## config.mk

```make
export PLATFORM = sky130hd
export DESIGN_NAME = icache_refill_controller
export DESIGN_NICKNAME = d
export VERILOG_FILES = /design/src/rtl/i_fetch_pkg.sv /design/src/rtl/icache_refill_controller_refill_buffer.sv /design/src/rtl/icache_refill_controller.sv
export SDC_FILE = /design/constraint.sdc
export NUM_CORES = 1
export LEC_CHECK = 0
export BUFFER_PORTS_ARGS = -buffer_cell sky130_fd_sc_hd__buf_2
export CORE_ASPECT_RATIO = 0.75
export CORE_MARGIN = 2
export CORE_UTILIZATION = 54
export CTS_BUF_LIST = sky130_fd_sc_hd__clkbuf_8
export DETAILED_ROUTE_END_ITERATION = 10
export PLACE_DENSITY = 0.87
export SYNTH_ARGS = -nofsm -noshare
export SYNTH_HDL_FRONTEND = slang
export SYNTH_SLANG_ARGS = --single-unit
```

## constraint.sdc

```tcl
create_clock -name clk -period 3.13 [get_ports clk]
set_clock_uncertainty 0.2 [all_clocks]
set_input_delay 0.4695 -clock clk [delete_from_list [all_inputs] [get_ports clk]]
set_output_delay 0.4695 -clock clk [all_outputs]
set_load 0.01 [all_outputs]
```

## src/rtl/i_fetch_pkg.sv

```systemverilog
// i_fetch_pkg
// Shared definitions for the instruction-fetch refill path.
// Contents:
//   refill_state_t - refill sequencer states (IDLE, REQ, RECV, DRAIN, FILL)
//   BLOCK_WORDS    - instructions per cache block (4)
//   WORD_IDX_W     - width of the word index within a block (2)
//   MAX_ADDR_W     - widest address block_align accepts
//   block_align()  - clears the word-index bits of a word address
package i_fetch_pkg;

  typedef enum logic [2:0] {
    IDLE,
    REQ,
    RECV,
    DRAIN,
    FILL
  } refill_state_t;

  localparam int BLOCK_WORDS = 4;
  localparam int WORD_IDX_W  = 2;
  localparam int MAX_ADDR_W  = 64;

  // Callers zero-extend into MAX_ADDR_W and truncate the result back to their own width.
  function automatic logic [MAX_ADDR_W-1:0] block_align(input logic [MAX_ADDR_W-1:0] address);
    return {address[MAX_ADDR_W-1:WORD_IDX_W], {WORD_IDX_W{1'b0}}};
  endfunction

endpackage

```

## src/rtl/icache_refill_controller_refill_buffer.sv

```systemverilog
// refill_buffer
// Assembly register for one instruction block. Each write stores one word
// into the slot chosen by index; the whole block is presented packed.
// Ports:
//   clk, reset    - clock, synchronous active-high reset (clears the block)
//   write_enable  - store write_data this cycle
//   index         - destination word slot (0..BLOCK_WORDS-1)
//   write_data    - word to store
//   block         - packed block, word i at [i*DATA_WIDTH +: DATA_WIDTH]
module refill_buffer
  import i_fetch_pkg::*;
#(
  parameter int DATA_WIDTH = 32
) (
  input  logic                              clk,
  input  logic                              reset,
  input  logic                              write_enable,
  input  logic [WORD_IDX_W-1:0]             index,
  input  logic [DATA_WIDTH-1:0]             write_data,
  output logic [BLOCK_WORDS*DATA_WIDTH-1:0] block
);

  always_ff @(posedge clk) begin
    if (reset) begin
      block <= '0;
    end else if (write_enable) begin
      block[int'(index)*DATA_WIDTH +: DATA_WIDTH] <= write_data;
    end
  end

endmodule

```

## src/rtl/icache_refill_controller.sv

```systemverilog
// icache_refill_controller
// Block-refill sequencer for the instruction fetch path. A cache miss issues
// one block read to memory, the four returned words are assembled and handed
// to the fetch queue as a single packed block. A flush (abort) cancels the
// refill; words already requested from memory are drained and discarded.
// Ports:
//   clk, reset          - clock, synchronous active-high reset
//   miss_valid          - miss request, only accepted while idle
//   miss_address        - word address of the missing instruction
//   abort               - jump/branch flush
//   mem_req, mem_addr   - block read request and its block-aligned address
//   mem_ready           - memory accepts the request this cycle
//   mem_rvalid          - one returned word this cycle
//   mem_rdata           - returned word, in order 0..3
//   fill_valid          - one-cycle pulse qualifying fill_address/fill_block
//   fill_address        - block-aligned address of fill_block
//   fill_block          - assembled block, word i at [i*DATA_WIDTH +: DATA_WIDTH]
//   busy                - refill in progress
module icache_refill_controller
  import i_fetch_pkg::*;
#(
  parameter int DATA_WIDTH    = 32,
  parameter int ADDRESS_WIDTH = 32
) (
  input  logic                              clk,
  input  logic                              reset,
  input  logic                              miss_valid,
  input  logic [ADDRESS_WIDTH-1:0]          miss_address,
  input  logic                              abort,
  output logic                              mem_req,
  output logic [ADDRESS_WIDTH-1:0]          mem_addr,
  input  logic                              mem_ready,
  input  logic                              mem_rvalid,
  input  logic [DATA_WIDTH-1:0]             mem_rdata,
  output logic                              fill_valid,
  output logic [ADDRESS_WIDTH-1:0]          fill_address,
  output logic [BLOCK_WORDS*DATA_WIDTH-1:0] fill_block,
  output logic                              busy
);

  localparam int OUT_W = WORD_IDX_W + 1;
  localparam logic [WORD_IDX_W-1:0] LAST_WORD = WORD_IDX_W'(BLOCK_WORDS - 1);

  refill_state_t           state_q, state_d;
  logic [ADDRESS_WIDTH-1:0] base_q, base_d;
  logic [WORD_IDX_W-1:0]   count_q, count_d;
  logic [OUT_W-1:0]        outstanding_q, outstanding_d;
  logic                    buffer_write;

  refill_buffer #(
    .DATA_WIDTH (DATA_WIDTH)
  ) u_buffer (
    .clk          (clk),
    .reset        (reset),
    .write_enable (buffer_write),
    .index        (count_q),
    .write_data   (mem_rdata),
    .block        (fill_block)
  );

  always_ff @(posedge clk) begin
    if (reset) begin
      state_q       <= IDLE;
      base_q        <= '0;
      count_q       <= '0;
      outstanding_q <= '0;
    end else begin
      state_q       <= state_d;
      base_q        <= base_d;
      count_q       <= count_d;
      outstanding_q <= outstanding_d;
    end
  end

  always_comb begin
    state_d       = state_q;
    base_d        = base_q;
    count_d       = count_q;
    outstanding_d = outstanding_q;
    buffer_write  = 1'b0;

    unique case (state_q)
      IDLE: begin
        if (miss_valid && !abort) begin
          base_d  = ADDRESS_WIDTH'(block_align(MAX_ADDR_W'(miss_address)));
          state_d = REQ;
        end
      end

      REQ: begin
        if (mem_ready) begin
          count_d = '0;
          if (abort) begin
            // Memory has already accepted the read, so the whole block will still arrive.
            state_d       = DRAIN;
            outstanding_d = OUT_W'(BLOCK_WORDS);
          end else begin
            state_d = RECV;
          end
        end else if (abort) begin
          state_d = IDLE;
        end
      end

      RECV: begin
        if (mem_rvalid) begin
          buffer_write = 1'b1;
          count_d      = count_q + 1'b1;
        end
        if (abort) begin
          // A word arriving in the abort cycle counts as received; if it was
          // the last one there is nothing left to drain.
          if (mem_rvalid && count_q == LAST_WORD) begin
            state_d = IDLE;
          end else begin
            state_d       = DRAIN;
            outstanding_d = OUT_W'(BLOCK_WORDS) - {1'b0, count_q}
                            - {{WORD_IDX_W{1'b0}}, mem_rvalid};
          end
        end else if (mem_rvalid && count_q == LAST_WORD) begin
          state_d = FILL;
        end
      end

      DRAIN: begin
        if (mem_rvalid) begin
          outstanding_d = outstanding_q - 1'b1;
          if (outstanding_q == OUT_W'(1)) begin
            state_d = IDLE;
          end
        end
      end

      FILL: begin
        state_d = IDLE;
      end

      default: begin
        state_d = IDLE;
      end
    endcase
  end

  // fill_valid is the one output gated by an input: a flush in the FILL cycle
  // must keep a stale block out of the fetch queue.
  always_comb begin
    mem_req      = (state_q == REQ);
    mem_addr     = base_q;
    fill_address = base_q;
    fill_valid   = (state_q == FILL) && !abort;
    busy         = (state_q != IDLE);
  end

endmodule

```

### Yosys cells after proc, flatten, opt, wreduce, memory -nomap -nowiden

Index checks and enable logic that the tools add are counted.

* bits in registers: 166
* latch bits: 0
* memory bits (writable): 0
* ROM bits: 0
* logic and storage cells: 62
* memories kept: 0

* $add $sub $neg: 5
* $mul: 0
* div/mod/pow operators: 0
* magnitude comparators: 0
* eq/ne operators: 16
* shift operators: 2
* multiplexer cells: 22
* bitwise operators: 0
* reductions and logical operators: 12

Operators by type and width (count)
* 128-bit bitwise mux: 1
* 32-bit by 33-bit variable shift with 128-bit output, first input constant: 1
* 32-bit by 33-bit indexed part select with 128-bit output: 1
* 3-bit 2-to-1 mux: 12
* 7-bit negation with 33-bit output: 1
* 2-bit inequality test, second input constant: 7
* 3-bit one-hot mux with 4 select lines: 1
* 3-bit one-hot mux with 3 select lines: 1
* 3-bit by 1-bit == test with 1-bit output, second input constant: 2
* 3-bit by 2-bit == test with 1-bit output, second input constant: 2
* 2-bit 2-to-1 mux: 3
* 6-bit AND reduction: 1
* 3-bit nonzero test: 2
* 5-bit AND reduction: 1
* 2-bit one-hot mux with 2 select lines: 1
* 3-bit == test, second input constant: 1
* 1-bit logical AND: 3
* 3-bit zero test: 1
* 1-bit 2-to-1 mux: 3
* 3-bit by 2-bit inequality test with 1-bit output, second input constant: 1
* 3-bit inequality test, second input constant: 1
* 3-bit AND reduction: 1
* 3-bit by 1-bit subtractor with 3-bit output: 1
* 3-bit by 1-bit subtractor with 3-bit output, second input constant: 1
* 7 further kinds: 7

### Depth between registers and ports, before layout

Gate-level depths: netlist (run 1).

* depth after elaboration: 5
* depth in mapped cells: 8
* depth with buffers taken out: 7

### Cells and area by module

Synthesis (run 1) repeated with hierarchy kept, for this count alone.

* cells, all modules: 630
* area total of the unflattened synthesis: 6715.2 sq um

Modules (own cells, without submodules)
* refill_buffer: instances 1, cells an instance 388, area an instance 4757.1 sq um, seq. area each 2562.5 sq um
* icache_refill_controller: instances 1, cells an instance 242, area an instance 1958.1 sq um, seq. area each 760.7 sq um

### Worst setup path after synthesis (run 1)

No wires, ideal clock.

* kind: reg-to-reg
* start: reg count_q[0]
* end: reg u_buffer.block[10]
* library setup time: 0.070 ns
* arrival time: 1.712 ns
* required time: 2.860 ns
* setup slack: 1.147 ns
* stages on the path, launching flop included: 7
* path buffers: 1
* period minus slack after synthesis: 1.983 ns
* cell sequence: dfxtp_1 > inv_2 > ha_1 > nor3b_1 > clkbuf_1 > nand3_1 > a21oi_1

* longest elaborated chain between the ends: 3

Ends and longest elaborated chain
* start, declared: RTL line icache_refill_controller.sv:46 `logic [WORD_IDX_W-1:0] count_q, count_d;`
* start signal, assigned: RTL line icache_refill_controller.sv:70 `count_q <= count_d;`
* 7-bit negation with 33-bit output (*): RTL line icache_refill_controller_refill_buffer.sv:27 `block[int'(index)*DATA_WIDTH +: DATA_WIDTH] <= write_data;`
* 32-bit by 33-bit indexed part select with 128-bit output or 32-bit by 33-bit variable shift with 128-bit output (tied branches): RTL line icache_refill_controller_refill_buffer.sv:27
* 128-bit bitwise mux (*): RTL line icache_refill_controller_refill_buffer.sv:27
* end signal, assigned by index: RTL line icache_refill_controller_refill_buffer.sv:27
* end, declared: RTL line icache_refill_controller_refill_buffer.sv:20 `output logic [BLOCK_WORDS*DATA_WIDTH-1:0] block`

Every way passes the cells marked *; elsewhere a longest branch is shown, timed or not.
A chain may end at the register's enable or synchronous reset.

### Worst setup path in the final report (run 1)

* start: reg state_q[0]
* end: out mem_req

* longest elaborated chain between the ends: 1

Ends and longest elaborated chain
* start, declared: RTL line icache_refill_controller.sv:44 `refill_state_t state_q, state_d;`
* start signal, assigned: RTL line icache_refill_controller.sv:68 `state_q <= state_d;`
* 3-bit by 1-bit == test with 1-bit output: RTL line icache_refill_controller.sv:147 `mem_req = (state_q == REQ);`
* end, declared: RTL line icache_refill_controller.sv:30 `output logic mem_req,`

No other way between the ends.

==> results of run 1 <==
[sequential cells by signal, indices dropped and copies added (netlist names)]
name and cells:
u_buffer.block 128, fill_address 30, state_q 3, count_q 2
outstanding_q 3
[power groups by stage]
stage	Clock, mW	Combinational (mW)	Sequential [mW]
detailed placement	0	0.288	2.21
finish	1.51	0.293	2.16
global placement	0	0.286	2.21
CTS	1.53	0.290	2.16
floorplan	0	0.172	2.22
global route	1.62	0.321	2.17
[metal layers]
metal	track usage	routed length, um	up-vias
met2	0.467	9260	349
met3	0.0613	1840	35
li1	-	-	3189
met5	0	0	-
met4	0.0998	264	0
met1	0.384	8370	3149
[metrics by stage]
stage,hold slack [ns],power [mW],utilization,instances,instance area (sq um)
after floorplan,0.265,2.39,-,835,6760
after global placement,0.234,2.50,0.640,1175,7850
after detailed placement,0.242,2.50,0.640,1175,7850
after CTS,0.0274,3.99,0.672,1207,8240
after global routing,0.0322,4.11,0.672,1207,8240
final,0.0515,3.97,0.672,1207,8240
[kinds of logic (layout without fill, tap and decap cells)]
| family | count (synthesis) | after routing | synth area share |
|---|---|---|---|
| compound gates | 210 | 210 | 0.162 |
| buf+inv | 116 | 322 | 0.105 |
| fa+ha+maj | 9 | 9 | 0.0167 |
| mux | 1 | 1 | 0.00148 |
| xor+xnor | 1 | 1 | 0.00130 |
| simple gates | 328 | 328 | 0.221 |
| flops | 166 | 166 | 0.492 |
| other cells | 1 | 4 | 0.000555 |
[worst reg2reg max path, cell delays in order (launching register included)]
cell	delay, ns
dfxtp_1	0.61
and4bb_2	0.38
and2_1	0.54
buf_4	0.31
nand3_1	0.11
a21oi_1	0.16
[layout by cell type, fill, tap and decap left out, types with 2 or more instances in the layout]
cell	synthesis	routed
buf_2	10	257
dfxtp_1	166	166
nand2_1	164	164
a21oi_1	163	163
nand3_1	131	131
o21ai_0	29	29
buf_4	36	19
clkbuf_8	0	18
inv_1	8	9
ha_1	9	9
and2_1	5	5
nor2_1	5	5
inv_6	0	5
buf_12	0	5
nor3_1	5	4
conb_1	1	4
nor3b_2	0	3
nand3b_1	3	3
o21ai_1	3	3
clkinv_4	0	3
o22ai_1	2	2
nor4_1	2	2
inv_8	0	2
clkinvlp_4	0	2
[final cells by class]
class	count	area (sq um)
timing repair buffer	281	1530
fill	1048	4030
multi-input combinational	553	2750
inverter	9	33.8
sequential	166	3320
tap	166	208
clock buffer	18	248
clock inverter	14	141
[worst min-delay path by stage]
stage,startpoint,endpoint
after floorplan,count_q[1]$_SDFFE_PP0P_,count_q[1]$_SDFFE_PP0P_
after global placement,u_buffer.block[29]$_SDFFE_PP0P_,u_buffer.block[29]$_SDFFE_PP0P_
after detailed placement,u_buffer.block[13]$_SDFFE_PP0P_,u_buffer.block[13]$_SDFFE_PP0P_
after CTS,miss_address[6],fill_address[6]$_SDFFE_PP0P_
after global routing,miss_address[3],fill_address[3]$_SDFFE_PP0P_
final,miss_address[6],fill_address[6]$_SDFFE_PP0P_
==> results_dict.tcl, run 1 <==
set metrics [dict create \
    relSlewSlack 0.565 \
    reg2reg_depth 5 \
    grt_pass1_vias 6061 \
    cts-resized-gates 0 \
    path_clk_slew_ns 0.09 \
    nets 1107 \
    cp_slowest_stage_delay_ns 0.69 \
    worst_slew_pin_slew_ns 0.653 \
    rsz0062_at_grt "no" \
    critPathTopFamily "flip-flops" \
    drcViolationCount 0 \
    place_ws_ns 0.774 \
    setup_slack_ns 0.730 \
    fin_setup_tns_ns 0 \
    crit_arrival_ns 1.73 \
    cts_htree_levels 4 \
    ys_warn_count 0 \
    areaGrowthSynthToFinish_pct 22.0 \
    setup_viol 0 \
    worstPathMaxFanout 19 \
    fmax_mhz 417 \
    yosys-top-cells-area "dfxtp_1, a21oi_1, nand3_1, nand2_1, buf_4" \
    grt_start_max_net_pins 72 \
    ys_dominant_reg_cell "dfxtp_1" \
    synthDistinctLibCells 46 \
    p_seq_frac 0.545 \
    netlist_top_cells_count "dfxtp_1, nand2_1, a21oi_1, nand3_1, clkbuf_1" \
    critPathKind "flip-flop to output pin" \
    cpMaxStageDelayCell "dfxtp_1" \
    first_pass_iters 5 \
    cts_root_buf "clkbuf_8" \
    cts_setup_buffers 0 \
    syn_avg_cell_area_sq_um 8.12 \
    ant_nets 0 \
    drive_above_1_share 0.308 \
    hp-class "input pin to flip-flop" \
    reg2reg_to "u_buffer.block[59]$_SDFFE_PP0P_" \
    gp_congestion 0.842 \
    power_density_nw_per_um2 482 \
    status "finished clean" \
    grt_use_total 0.287 \
    internal_power_mw 2.92 \
    p_sw_frac 0.265 \
    syn_inst 832 \
    ir_worst_vdd_mv 0.298 \
    die-area_sq_um 13400 \
    r2r_start "state_q[1]$_SDFFE_PP0P_" \
    cts_made_buffers 17 \
    path_cells "inv_1, nor3_1, buf_2" \
    hold_depth 3 \
    synth_edf_count 0 \
    endpoint "mem_req" \
    power.switching_mw 1.05 \
    finalHoldViolCount 0 \
    netlist.area_leader.share 0.492 \
    p_leak_nw 3.57 \
    drtIter0Drc 493 \
    cts_tree "built" \
    synth.cell_area_sq_um 6750 \
    synthArstFlopShare 0 \
    startpoint "state_q[0]$_SDFFE_PP0P_" \
    initial_core_util 0.551 \
    io_buffers 258 \
    combPwrFrac 0.074 \
    wl_mm 19.7 \
    start_kind "flip-flop" \
    crit_required_ns 2.46 \
    ys_seq_area_frac 0.492 \
    period_share 0.767 \
    maxCapViolations 0 \
    synth-seq-cells 166 \
    antenna_found_initial 0 \
    vias 6722 \
    viasPerCell 5.57 \
    crit_path_end_kind "output pin" \
    pin_count 265 \
    drv_slew 0 \
    r2r_slack_ns 0.76 \
    cp_num_cells 3 \
    path_buf_inv 2 \
    clock_latency_ns 0.44 \
    post-synth-top-count-cell "dfxtp_1" \
    cts_hold_buf 0 \
    floorplan.rows 35 \
    wl_per_cell_um 16.4 \
    layout_min_cycle_time_ns 2.40 \
    grt_pass1_wl_mm 30.6 \
    power.share.clock 0.381 \
    core-area_sq_um 12300 \
    cts.sinks 166 \
    clock_path_buffers 2 \
    die_w_um 133 \
    grt-ovfl-total 0 \
    dp_hpwl_mm 13.4 \
    die_h_um 101 \
    synth_top_area_cell "dfxtp_1" \
    num_antenna_cells 0 \
]
(Power assumes the default switching activity.)
==> run 2, diff against run 1 <==
--- a/config.mk
+++ b/config.mk
@@ -8,10 +8,10 @@
 export BUFFER_PORTS_ARGS = -buffer_cell sky130_fd_sc_hd__buf_2
 export CORE_ASPECT_RATIO = 0.75
 export CORE_MARGIN = 2
-export CORE_UTILIZATION = 54
+export CORE_UTILIZATION = 45
 export CTS_BUF_LIST = sky130_fd_sc_hd__clkbuf_8
 export DETAILED_ROUTE_END_ITERATION = 10
-export PLACE_DENSITY = 0.87
+export PLACE_DENSITY = 0.78
 export SYNTH_ARGS = -nofsm -noshare
 export SYNTH_HDL_FRONTEND = slang
 export SYNTH_SLANG_ARGS = --single-unit
==> constraint.sdc (replaced) <==
create_clock -name clk -period 2.11 [get_ports clk]
set_clock_uncertainty 0.2 [all_clocks]
set_input_delay 0.3165 -clock clk [delete_from_list [all_inputs] [get_ports clk]]
set_output_delay 0.3165 -clock clk [all_outputs]
set_load 0.01 [all_outputs]
==> run 2 against run 1 <==
Compared with the run above: final cell count grew 8.9%; via count grew 3.6%; setup slack lost 0.64 ns; core utilization shrank 4.8 points; die area grew 19%; combinational power grew 94%; register-to-register slack lost 0.64 ns; largest cell class unchanged.
==> results_dict.tcl, run 2 (synthesis results as in run 1) <==
set metrics [dict create \
    cts_made_buffers 17 \
    worstPathMaxFanout 9 \
    status "finished clean" \
    dp_hpwl_mm 13.9 \
    critPathTopFamily "buffers and inverters" \
    antenna_found_initial 0 \
    gp_congestion 0.826 \
    io_buffers 258 \
    clock_path_buffers 2 \
    wl_per_cell_um 16.8 \
    final_common_cell "buf_2" \
    grt-ovfl-total 0 \
    grt_pass1_vias 6495 \
    r2r_start "count_q[1]$_SDFFE_PP0P_" \
    ir_worst_vdd_mv 0.422 \
    whs_ns 0.0400 \
    cts_tree "built" \
    setup_slack_ns 0.0862 \
    areaGrowthSynthToFinish_pct 34.3 \
    fillers 1302 \
    startpoint "abort" \
    path_buf_inv 3 \
    setup_viol 0 \
    maxCapViolations 0 \
    pin_count 265 \
    largest-register "u_buffer.block" \
    power.share.clock 0.373 \
    cpMaxStageDelayCell "dlygate4sd3_1" \
    finish.utilization 0.623 \
    die_h_um 110 \
    grt_pass1_wl_mm 33.8 \
    initial_core_util 0.464 \
    finalHoldViolCount 0 \
    viasPerCell 5.30 \
    grt_start_max_net_pins 57 \
    p_sw_frac 0.254 \
    crit_path_end_kind "output pin" \
    wl_mm 22.1 \
    combPwrFrac 0.095 \
    hp-class "input pin to flip-flop" \
    total_power_mw 6.02 \
    p_seq_frac 0.532 \
    crit_required_ns 1.59 \
    drv_slew 0 \
    core-area_sq_um 14500 \
    cts_setup_buffers 0 \
    layout_min_cycle_time_ns 2.02 \
    clock_latency_ns 0.43 \
    period_share 0.959 \
    first_pass_iters 5 \
    nets 1181 \
    internal_power_mw 4.49 \
    place_ws_ns 0.119 \
    p_leak_nw 3.92 \
    rsz0062_at_grt "yes" \
    drcViolationCount 0 \
    die_w_um 145 \
    holdCritStartpoint "mem_ready" \
    drtIter0Drc 479 \
    largest_reg_flops 128 \
    ant_nets 0 \
    crit_arrival_ns 1.51 \
    path_clk_slew_ns 0.08 \
    cpMostUsedCell "buf_2" \
    power.switching_mw 1.53 \
    vias 6961 \
    die-area_sq_um 16000 \
    critPathKind "input pin to output pin" \
    floorplan.rows 38 \
    fin_setup_tns_ns 0 \
    final_cell_mix "buf_2, dfxtp_1, nand2_1" \
    path_cells "dlygate4sd3_1, buf_2, nor4b_1, buf_2" \
    power_density_nw_per_um2 664 \
    cp_slowest_stage_delay_ns 0.54 \
    start_kind "input pin" \
    drive_above_1_share 0.298 \
    cts.sinks 166 \
    cts_htree_levels 4 \
    num_antenna_cells 0 \
    grt_use_total 0.264 \
    fmax_mhz 494 \
    cts_root_buf "clkbuf_8" \
]
-- run 2: changes by cell type in the layout (fill, tap and decap cells not counted), moves of 2 or more --
cell and change:
nor3b_4 +2, inv_6 -2, clkinvlp_4 +2, inv_1 +2, buf_4 +5, nor3b_2 -2
dlygate4sd3_1 +63, clkinv_4 -3, inv_8 -2, buf_12 +5
-- run 2: layout make-up --
cell class | count | area [sq um] | area share
well taps | 200 | 250 | 0.0276
flip-flops and latches | 166 | 3320 | 0.366
multi-input cells | 553 | 2770 | 0.306
inverters | 9 | 33.8 | 0.00372
repair buffers | 355 | 2310 | 0.254
clock inverters | 13 | 133 | 0.0146
clock buffers | 18 | 248 | 0.0273
-- run 2: worst paths after layout --
check             slack (ns)                               to  depth (start not counted)
hold / removal          0.04          state_q[1]$_SDFFE_PP0P_                          3
setup reg to reg        0.12  u_buffer.block[66]$_SDFFE_PP0P_                          6
hold reg to reg         0.25  u_buffer.block[33]$_SDFFE_PP0P_                          2
setup / recovery        0.09                       fill_valid                          4
-- run 2: tightest hold or removal path, cell delays in order --
cell and delay, ns:
buf_2 0.13, nor2_1 0.09, a221oi_1 0.08
-- run 2: through the flow --
step	instance area, sq um	cells
2_1_floorplan	6760	835
6_report	9070	1314
4_1_cts	9050	1314
3_3_place_gp	8040	1220
5_1_grt	9070	1314
3_5_place_dp	8040	1220
-- run 2: metal layers --
metal	track usage	vias up	wire length, um
li1	-	3326	-
met1	0.340	3286	9600
met2	0.431	322	10200
met3	0.0741	27	1930
met4	0.0945	0	344
met5	0	-	0
-- run 2: power groups by stage --
| stage | sequential [mW] | combinational [mW] | clock, mW |
|---|---|---|---|
| after floorplan | 3.29 | 0.256 | 0 |
| after detailed placement | 3.28 | 0.460 | 0 |
| after CTS | 3.20 | 0.552 | 2.29 |
| after global placement | 3.27 | 0.459 | 0 |
| after global routing | 3.21 | 0.613 | 2.42 |
| final | 3.20 | 0.569 | 2.25 |
-- run 2: repair_timing --
action	4_1_cts	5_1_grt
gates resized for setup	1	5
endpoints found under the setup margin	1	71
hold buffers	63	0
endpoints found under the hold margin	159	0
